$ cat src/rtl/axi_uart_tx.sv
`default_nettype none
// ============================================================================
// Module   : axi_uart_tx
// Brief    : AXI4-Lite slave UART transmitter. Bytes written to TXDATA queue
//            in a small FIFO and are serialised LSB first at a fixed baud
//            rate (8N1, or 8E1 when AXI_UART_TX_PARITY_EN is defined).
//            Register map: 0x0 TXDATA (write-only), 0x4 STATUS (read-only,
//            bit0 full, bit1 empty, bit2 busy).
// Revision : 1.0 - initial release
// ============================================================================
module axi_uart_tx #(
  parameter int CLOCK_FREQUENCY = 100_000_000,
  parameter int UART_BAUD_RATE  = 57600,
  parameter int FIFO_DEPTH      = 8
) (
  input  logic        clk_i,
  input  logic        rst_ni,
  // write address
  input  logic        s_awvalid_i,
  output logic        s_awready_o,
  input  logic [31:0] s_awaddr_i,
  // write data
  input  logic        s_wvalid_i,
  output logic        s_wready_o,
  input  logic [31:0] s_wdata_i,
  input  logic [3:0]  s_wstrb_i,
  // write response
  output logic        s_bvalid_o,
  input  logic        s_bready_i,
  output logic [1:0]  s_bresp_o,
  // read address
  input  logic        s_arvalid_i,
  output logic        s_arready_o,
  input  logic [31:0] s_araddr_i,
  // read data
  output logic        s_rvalid_o,
  input  logic        s_rready_i,
  output logic [31:0] s_rdata_o,
  output logic [1:0]  s_rresp_o,
  // serial line
  output logic        tx_o
);

  localparam int DIV   = CLOCK_FREQUENCY / UART_BAUD_RATE;
  localparam int CNT_W = $clog2(DIV + 1);
  localparam int AW    = $clog2(FIFO_DEPTH);

  localparam logic [CNT_W-1:0] BAUD_LAST = CNT_W'(DIV - 1);

  localparam logic [1:0] RESP_OKAY   = 2'b00;
  localparam logic [1:0] RESP_SLVERR = 2'b10;

  localparam logic [3:0] OFF_TXDATA = 4'h0;
  localparam logic [3:0] OFF_STATUS = 4'h4;

  localparam logic [2:0] ST_IDLE   = 3'd0;
  localparam logic [2:0] ST_START  = 3'd1;
  localparam logic [2:0] ST_DATA   = 3'd2;
  localparam logic [2:0] ST_STOP   = 3'd4;
`ifdef AXI_UART_TX_PARITY_EN
  localparam logic [2:0] ST_PARITY = 3'd3;
`endif

  // FIFO storage and pointers (one extra bit distinguishes full from empty)
  logic [7:0]  mem [FIFO_DEPTH];
  logic [AW:0] wr_ptr;
  logic [AW:0] rd_ptr;
  logic        fifo_empty;
  logic        fifo_full;
  logic [7:0]  head;

  // transmitter state
  logic [2:0]       state;
  logic [CNT_W-1:0] baud_cnt;
  logic [2:0]       bit_cnt;
  logic [7:0]       shift_reg;
  logic             baud_done;
  logic             busy;
`ifdef AXI_UART_TX_PARITY_EN
  logic             parity_bit;
`endif

  // bus-side decode
  logic        wr_to_data;
  logic        wr_fire;
  logic        push;
  logic        pop;
  logic        rd_fire;
  logic [31:0] status_word;
  logic        unused_inputs;

  assign fifo_empty = (wr_ptr == rd_ptr);
  assign fifo_full  = (wr_ptr[AW] != rd_ptr[AW]) &&
                      (wr_ptr[AW-1:0] == rd_ptr[AW-1:0]);
  assign head       = mem[rd_ptr[AW-1:0]];

  assign busy      = (state != ST_IDLE);
  assign baud_done = (baud_cnt == BAUD_LAST);

  // AW and W are taken together; a TXDATA write to a full FIFO waits rather
  // than being dropped, and a pending B response blocks the next write.
  assign wr_to_data  = (s_awaddr_i[3:0] == OFF_TXDATA);
  assign wr_fire     = s_awvalid_i & s_wvalid_i & ~s_bvalid_o & ~(wr_to_data & fifo_full);
  assign s_awready_o = wr_fire;
  assign s_wready_o  = wr_fire;
  assign push        = wr_fire & wr_to_data & s_wstrb_i[0];

  // The head byte leaves the FIFO when a frame starts: from IDLE, or straight
  // out of STOP so back-to-back frames have no idle gap.
  assign pop = ~fifo_empty & ((state == ST_IDLE) | ((state == ST_STOP) & baud_done));

  assign s_arready_o = ~s_rvalid_o;
  assign rd_fire     = s_arvalid_i & ~s_rvalid_o;
  assign status_word = {29'd0, busy, fifo_empty, fifo_full};

  assign unused_inputs = ^{s_awaddr_i[31:4], s_wdata_i[31:8], s_wstrb_i[3:1], s_araddr_i[31:4]};

  // FIFO data store; contents need no reset because the pointers gate them
  always_ff @(posedge clk_i) begin
    if (push) begin
      mem[wr_ptr[AW-1:0]] <= s_wdata_i[7:0];
    end
  end

  // FIFO pointer update
  always_ff @(posedge clk_i or negedge rst_ni) begin
    if (!rst_ni) begin
      wr_ptr <= '0;
      rd_ptr <= '0;
    end else begin
      if (push) wr_ptr <= wr_ptr + 1'b1;
      if (pop)  rd_ptr <= rd_ptr + 1'b1;
    end
  end

  // Write response: raised after the AW/W handshake, held until accepted
  always_ff @(posedge clk_i or negedge rst_ni) begin
    if (!rst_ni) begin
      s_bvalid_o <= 1'b0;
      s_bresp_o  <= RESP_OKAY;
    end else if (wr_fire) begin
      s_bvalid_o <= 1'b1;
      s_bresp_o  <= wr_to_data ? RESP_OKAY : RESP_SLVERR;
    end else if (s_bready_i) begin
      s_bvalid_o <= 1'b0;
    end
  end

  // Read channel: data is sampled on the AR handshake and held until taken
  always_ff @(posedge clk_i or negedge rst_ni) begin
    if (!rst_ni) begin
      s_rvalid_o <= 1'b0;
      s_rdata_o  <= '0;
      s_rresp_o  <= RESP_OKAY;
    end else if (rd_fire) begin
      s_rvalid_o <= 1'b1;
      case (s_araddr_i[3:0])
        OFF_TXDATA: begin
          s_rdata_o <= '0;
          s_rresp_o <= RESP_OKAY;
        end
        OFF_STATUS: begin
          s_rdata_o <= status_word;
          s_rresp_o <= RESP_OKAY;
        end
        default: begin
          s_rdata_o <= '0;
          s_rresp_o <= RESP_SLVERR;
        end
      endcase
    end else if (s_rready_i) begin
      s_rvalid_o <= 1'b0;
    end
  end

  // Transmit FSM; tx_o is registered and updated on the same edge that enters
  // each bit so every bit on the line lasts exactly DIV cycles.
  always_ff @(posedge clk_i or negedge rst_ni) begin
    if (!rst_ni) begin
      state      <= ST_IDLE;
      baud_cnt   <= '0;
      bit_cnt    <= '0;
      shift_reg  <= '0;
      tx_o       <= 1'b1;
`ifdef AXI_UART_TX_PARITY_EN
      parity_bit <= 1'b0;
`endif
    end else if (state == ST_IDLE) begin
      if (!fifo_empty) begin
        state      <= ST_START;
        shift_reg  <= head;
        baud_cnt   <= '0;
        tx_o       <= 1'b0;
`ifdef AXI_UART_TX_PARITY_EN
        parity_bit <= ^head;
`endif
      end
    end else if (!baud_done) begin
      baud_cnt <= baud_cnt + 1'b1;
    end else begin
      baud_cnt <= '0;
      case (state)
        ST_START: begin
          state   <= ST_DATA;
          bit_cnt <= '0;
          tx_o    <= shift_reg[0];
        end
        ST_DATA: begin
          if (bit_cnt == 3'd7) begin
`ifdef AXI_UART_TX_PARITY_EN
            state <= ST_PARITY;
            tx_o  <= parity_bit;
`else
            state <= ST_STOP;
            tx_o  <= 1'b1;
`endif
          end else begin
            bit_cnt   <= bit_cnt + 3'd1;
            shift_reg <= {1'b0, shift_reg[7:1]};
            tx_o      <= shift_reg[1];
          end
        end
`ifdef AXI_UART_TX_PARITY_EN
        ST_PARITY: begin
          state <= ST_STOP;
          tx_o  <= 1'b1;
        end
`endif
        ST_STOP: begin
          if (!fifo_empty) begin
            state      <= ST_START;
            shift_reg  <= head;
            tx_o       <= 1'b0;
`ifdef AXI_UART_TX_PARITY_EN
            parity_bit <= ^head;
`endif
          end else begin
            state <= ST_IDLE;
            tx_o  <= 1'b1;
          end
        end
        default: begin
          state <= ST_IDLE;
          tx_o  <= 1'b1;
        end
      endcase
    end
  end

endmodule
`default_nettype wire

$ cat config.mk
export PLATFORM = sky130hd
export DESIGN_NAME = axi_uart_tx
export DESIGN_NICKNAME = d
export VERILOG_FILES = /design/src/rtl/axi_uart_tx.sv
export SDC_FILE = /design/constraint.sdc
export NUM_CORES = 1
export LEC_CHECK = 0
export CAP_MARGIN = 20
export CORE_UTILIZATION = 40
export CTS_BUF_LIST = sky130_fd_sc_hd__clkbuf_8 sky130_fd_sc_hd__clkbuf_16
export DETAILED_ROUTE_END_ITERATION = 6
export PLACE_DENSITY = 0.73
export SLEW_MARGIN = 5
export SYNTH_ARGS = -nofsm -noshare
export SYNTH_HDL_FRONTEND = slang
export SYNTH_SLANG_ARGS = --single-unit
$ cat constraint.sdc
create_clock -name clk_i -period 2.5 [get_ports clk_i]
set_input_delay 0.5 -clock clk_i [delete_from_list [all_inputs] [get_ports clk_i]]
set_output_delay 0.5 -clock clk_i [all_outputs]
set_load 0.02 [all_outputs]
* Yosys cells after proc, flatten, opt, wreduce, memory -nomap -nowiden *
Memory sizes are Yosys's and may differ from the RTL's.
Index checks and enable logic that the tools add are counted.

word-level totals
  register bits after elaboration = 72
  RAM bits = 64
  input bits = 107
  memories kept = 1
  logic and storage cells = 91

operators by class
  muxes and demuxes = 31
  eq/ne operators = 13
  add/subtract/negate cells = 4
  reductions and logical operators = 15
  bitwise logic cells = 15

memories
  memory  words  width  read ports  clocked after memory_dff  wr ports  line  source
  mem     8      8      1           0                         1         65    logic [7:0] mem [FIFO_DEPTH];

operators by type and width
  operator                                                                number
  11-bit 2-to-1 mux                                                       3
  8-bit 2-to-1 mux                                                        4
  3-bit 2-to-1 mux                                                        6
  8-bit one-hot mux with 2 select lines                                   1
  1-bit 2-to-1 mux                                                        12
  11-bit by 1-bit adder with 11-bit output (second input constant)        1
  11-bit equality test (second input constant)                            1
  1-bit bitwise AND                                                       9
  3-bit one-hot mux with 3 select lines                                   1
  4-bit by 1-bit adder with 4-bit output (second input constant)          2
  4-bit logical NOT                                                       2
  2-bit nonzero test                                                      4
  3-bit equality test (second input constant)                             2
  3-bit inequality test (second input constant)                           2
  3-bit one-hot mux with 2 select lines                                   1
  3-bit AND reduction                                                     2
  3-bit nonzero test                                                      2
  1-bit NOT                                                               5
  4-bit by 3-bit equality test with 1-bit output (second input constant)  1
  4-bit equality test                                                     1
  2-bit 2-to-1 mux                                                        2
  2-bit inequality test (second input constant)                           2
  4-bit AND reduction                                                     1
  3-bit by 1-bit adder with 3-bit output (second input constant)          1
  other kinds (10)                                                        10

* Depth between registers and ports, before layout *
  depth after elaboration = 9
  mapped depth = 7
  depth with buffers taken out = 7

* Worst setup path after synthesis *
No wires, ideal clock.

  path type = input-to-reg
  start point = in s_awaddr_i[1]
  end point = mem mem[1][0] (enable)
  arrival = 2.217 ns
  path buffers = 0
  setup slack = -0.115 ns
  cell stages on the path = 4
  setup time = 0.398 ns
  required time = 2.102 ns
  path through = nor4_1 -> nor3b_2 -> nand2_2 -> nor4b_1

between the ends
  cells in the longest elaborated chain, start to end = 8

RTL lines
  item                                      line  source
  from (decl)                               21    input logic [31:0] s_awaddr_i,
  4-bit logical NOT *                       102   assign wr_to_data = (s_awaddr_i[3:0] == OFF_TXDATA);
  1-bit bitwise AND                         103   assign wr_fire = s_awvalid_i & s_wvalid_i & ~s_bvalid_o & ~(wr_to_data & fifo_full);
  1-bit NOT                                 103
  1-bit bitwise AND                         103
  1-bit bitwise AND * (2 in series)         106   assign push = wr_fire & wr_to_data & s_wstrb_i[0];
  1-bit 2-to-1 mux *                        120   if (push) begin
  1-bit 2-to-1 mux (not written as such) *  121   mem[wr_ptr[AW-1:0]] <= s_wdata_i[7:0];
  to (decl)                                 65

Every way passes the cells marked *; elsewhere a longest branch is shown, timed or not.

* Worst setup path after layout *
  start point = in s_awaddr_i[1]
  end point = out s_awready_o

between the ends
  cells in the longest elaborated chain, start to end = 4

RTL lines
  item               line  source
  4-bit logical NOT  102
  1-bit bitwise AND  103
  1-bit NOT          103
  1-bit bitwise AND  103
  to (decl)          20    output logic s_awready_o,

No other way between the ends.

==> run_summary.xml <==
<?xml version="1.0" encoding="UTF-8"?>
<metrics>
  <group name="sta">
    <metric name="finalHoldViolations" unit="">0</metric>
    <metric name="worst_slew_margin_rel" unit="%">39.40</metric>
    <metric name="final_period_minus_worst_setup_slack" unit="ns">2.364</metric>
    <metric name="final_setup_viols" unit="">0</metric>
    <metric name="worst_pin_slew" unit="ns">0.9090</metric>
    <metric name="rsz0062_at_grt" unit="">false</metric>
    <metric name="peak_freq" unit="GHz">0.4229</metric>
    <metric name="maxSlewViolCount" unit="">0</metric>
    <metric name="totalNegativeSetupSlack" unit="ns">0</metric>
    <metric name="final.period_utilization" unit="%">94.58</metric>
    <metric name="clock_skew" unit="ns">0.006242</metric>
  </group>
  <group name="setup_path">
    <metric name="worstPathArrival" unit="ns">1.86</metric>
    <metric name="worst-r2r-setup-slack" unit="ns">0.40</metric>
    <metric name="setup.worst_path.start" unit="">s_awaddr_i[1]</metric>
    <metric name="cp_data_required_time" unit="ns">2.00</metric>
    <metric name="r2r_end" unit="">baud_cnt[6]$_DFFE_PN0P_</metric>
    <metric name="critical_path.endpoint_type" unit="">primary output</metric>
    <metric name="timing.critical_path.fanout_max" unit="">3</metric>
    <metric name="cp-endpoint" unit="">s_awready_o</metric>
    <metric name="reg_to_reg_startpoint" unit="">wr_ptr[1]$_DFFE_PN0P_</metric>
    <metric name="worst-r2r-cell-count" unit="">6</metric>
    <metric name="timing.critical_path.from_type" unit="">input port</metric>
    <metric name="crit_type" unit="">in -&gt; out</metric>
  </group>
  <group name="min_path">
    <metric name="worstHoldPathType" unit="">in -&gt; async</metric>
  </group>
  <group name="final_layout">
    <metric name="syn2layout_area_growth" unit="%">15.56</metric>
    <metric name="final_cell_area" unit="mm2">0.005574</metric>
    <metric name="largest_register_ffs" unit="">64</metric>
    <metric name="antenna-diode-count" unit="">0</metric>
    <metric name="post_route_cells_drive_above_1_share" unit="%">21.03</metric>
    <metric name="n_fill_cell" unit="">965</metric>
    <metric name="finalNetCount" unit="">497</metric>
  </group>
  <group name="grt">
    <metric name="first_global_vias" unit="">2768</metric>
    <metric name="grt_first_pass_wirelength" unit="mm">13.84</metric>
    <metric name="grt-ovfl-total" unit="">0</metric>
    <metric name="grt.total_usage" unit="%">14.60</metric>
    <metric name="grt_max_degree" unit="">42</metric>
    <metric name="initial_antenna_violation_count" unit="">0</metric>
  </group>
  <group name="synthesis">
    <metric name="post_synth_main_area_contributors" unit="">sky130_fd_sc_hd__edfxtp_1 (40%), sky130_fd_sc_hd__dfrtp_1 (21%), sky130_fd_sc_hd__mux4_2 (7.5%)</metric>
    <metric name="ys_top_cells_by_count" unit="">sky130_fd_sc_hd__edfxtp_1 (64), sky130_fd_sc_hd__dfrtp_1 (40), sky130_fd_sc_hd__buf_4 (37)</metric>
    <metric name="netlist.top_cell.by_area" unit="">sky130_fd_sc_hd__edfxtp_1</metric>
    <metric name="postSynthAreaPerCell" unit="um2">14.40</metric>
    <metric name="synth_cell_type_count" unit="">53</metric>
    <metric name="synth_most_common_cell" unit="">sky130_fd_sc_hd__edfxtp_1</metric>
    <metric name="synth_seq_area_share" unit="%">61.14</metric>
    <metric name="ys_async_sr_fraction" unit="%">39.05</metric>
    <metric name="leading_register_cell_type_out_of_synthesis" unit="">sky130_fd_sc_hd__edfxtp_1</metric>
    <metric name="synth.cell_area" unit="mm2">0.004823</metric>
    <metric name="yosys_warnings" unit="">0</metric>
    <metric name="ys_seq_elements" unit="">105</metric>
    <metric name="synthesis.instances" unit="">335</metric>
    <metric name="synth_edf_count" unit="">64</metric>
    <metric name="synthDominantCellAreaShare" unit="%">39.84</metric>
  </group>
  <group name="floorplanning">
    <metric name="die_x" unit="um">111.8</metric>
    <metric name="floorplan.die.height" unit="um">111.8</metric>
    <metric name="effective_utilization_at_floorplan" unit="%">41.71</metric>
    <metric name="die_footprint" unit="mm2">0.01250</metric>
    <metric name="placementRows" unit="">39</metric>
    <metric name="core_area" unit="mm2">0.01156</metric>
    <metric name="ios" unit="">149</metric>
  </group>
  <group name="job">
    <metric name="cap_violations" unit="">0</metric>
  </group>
  <group name="placement">
    <metric name="placement.cell_area" unit="mm2">0.005276</metric>
    <metric name="buffer_ports.inserted" unit="">34</metric>
    <metric name="routabilityCongestion" unit="">0.7734</metric>
    <metric name="hpwl" unit="mm">5.705</metric>
  </group>
  <group name="route">
    <metric name="routed-via-count" unit="">2755</metric>
    <metric name="drt_iter0_markers" unit="">154</metric>
    <metric name="wl" unit="mm">8.398</metric>
    <metric name="ant_nets" unit="">0</metric>
    <metric name="route.detailed.vias_per_inst" unit="">5.169</metric>
    <metric name="route.detailed.wl_per_inst" unit="um">15.76</metric>
    <metric name="drt-pass1-iter-count" unit="">7</metric>
    <metric name="drc_errors" unit="">9</metric>
  </group>
  <group name="power_and_ir_drop">
    <metric name="finalPower" unit="mW">4.776</metric>
    <metric name="cellPowerDensity" unit="mW/mm2">856.8</metric>
    <metric name="power.static_leakage" unit="nW">2.089</metric>
    <metric name="max-vdd-ir-drop" unit="uV">483.9</metric>
  </group>
  <group name="clock_network">
    <metric name="worst_skew_pair.late_latency" unit="ns">0.35</metric>
    <metric name="clock_tree.root_cell" unit="">sky130_fd_sc_hd__clkbuf_16</metric>
    <metric name="ctsHtreeMaxLevel" unit="">3</metric>
    <metric name="ctsLongestPathBuffers" unit="">2</metric>
    <metric name="cts-buffers-inserted" unit="">9</metric>
    <metric name="tritoncts" unit="">done</metric>
    <metric name="cts_setup_buffers" unit="">0</metric>
    <metric name="cts_sink_count" unit="">105</metric>
    <metric name="clk_transition_reported_paths" unit="ns">0.07</metric>
  </group>
  <group name="run_status">
    <metric name="violations" unit="">design-rule violations</metric>
    <metric name="status" unit="">finished, violations left</metric>
  </group>
</metrics>
-- metal layers --
| metal | routed length, um | up-vias | GRT usage, % |
|---|---|---|---|
| li1 | - | 1306 | - |
| met1 | 3689 | 1371 | 17.84 |
| met2 | 4286 | 66 | 25.01 |
| met3 | 303 | 12 | 3.974 |
| met4 | 120 | 0 | 4.865 |
| met5 | 0 | - | 0 |
-- critical path, stage by stage --
cell and delay, ns:
sky130_fd_sc_hd__clkdlybuf4s50_1 0.42, sky130_fd_sc_hd__nor4_2 0.29, sky130_fd_sc_hd__buf_4 0.16, sky130_fd_sc_hd__a31o_2 0.14
sky130_fd_sc_hd__inv_1 0.05, sky130_fd_sc_hd__dlygate4sd2_1 0.31
-- logic make-up after synthesis --
| kind of cell | count (synthesis) | synth area share, % |
|---|---|---|
| AOI/OAI and AO/OA | 56 | 8.223 |
| xor gates and xnor gates | 14 | 3.087 |
| adders and majority gates | 5 | 1.297 |
| buffers and inverters | 54 | 7.549 |
| DFF | 105 | 61.14 |
| muxes | 27 | 10.12 |
| other | 1 | 0.07775 |
| and+or+nand+nor | 73 | 8.509 |
-- area by class of cell --
type                    instances  area, um2  share of cell area, %
clock buffers                   9      225.2                  4.040
clock inverters                 7      68.82                  1.235
inverters                       9      33.78                 0.6061
multi-input cells             206       1635                  29.34
flip-flops and latches        105       2949                  52.91
well taps                     143      178.9                  3.210
repair buffers                 54      483.0                  8.664
-- layout by cell type (no fill, tap or decap), drive strengths merged, types with 4 or more instances in the layout --
master,instances
a21oi,4
a2bb2oi,7
buf,21
clkbuf,9
clkdlybuf4s50,31
conb,31
dfrtp,40
edfxtp,64
ha,5
inv,13
mux2,11
mux4,16
nand2,22
nand3,8
nor2,12
nor3,8
nor3b,4
o21ai,23
o22ai,8
xnor2,6
xor2,8
-- worst min-delay path by stage --
| stage | startpoint | to | slack (ns) | cells past startpoint |
|---|---|---|---|---|
| after floorplan | rst_ni | baud_cnt[0]$_DFFE_PN0P_ | 0.20 | 0 |
| after global placement | s_bresp_o[1]$_DFFE_PN0P_ | s_bresp_o[1]$_DFFE_PN0P_ | 0.46 | 2 |
| after detailed placement | baud_cnt[10]$_DFFE_PN0P_ | baud_cnt[10]$_DFFE_PN0P_ | 0.47 | 1 |
| after CTS | rst_ni | baud_cnt[7]$_DFFE_PN0P_ | 0.31 | 1 |
| after global routing | rst_ni | baud_cnt[7]$_DFFE_PN0P_ | 0.36 | 1 |
| final | rst_ni | baud_cnt[0]$_DFFE_PN0P_ | 0.27 | 1 |
-- timing repair --
| action | 4_1_cts | 5_1_grt |
|---|---|---|
| setup endpoints to repair | 2 | 2 |
| gates resized for setup | 2 | 1 |
| cloned | 0 | 0 |
| hold buffers | 0 | 0 |
-- power by group --
group	internal (mW)	total [mW]	leakage, nW	switching (mW)
clock	0.704	1.36	0.145	0.659
combinational	0.648	1.28	0.844	0.630
sequential	1.99	2.14	1.10	0.144
total	3.34	4.78	2.09	1.43
-- per-stage QoR --
stage	hold WS (ns)	worst slack, ns	utilization, %	instances
after global placement	0.4637	-0.1028	45.62	517
after floorplan	0.2044	-0.1147	-	365
after global routing	0.3639	0.03608	48.20	533
after CTS	0.3104	0.1083	48.14	533
after detailed placement	0.4678	-0.1450	45.62	517
final	0.2697	0.1355	48.20	533
Note: power is estimated with default switching activity, not from simulation.
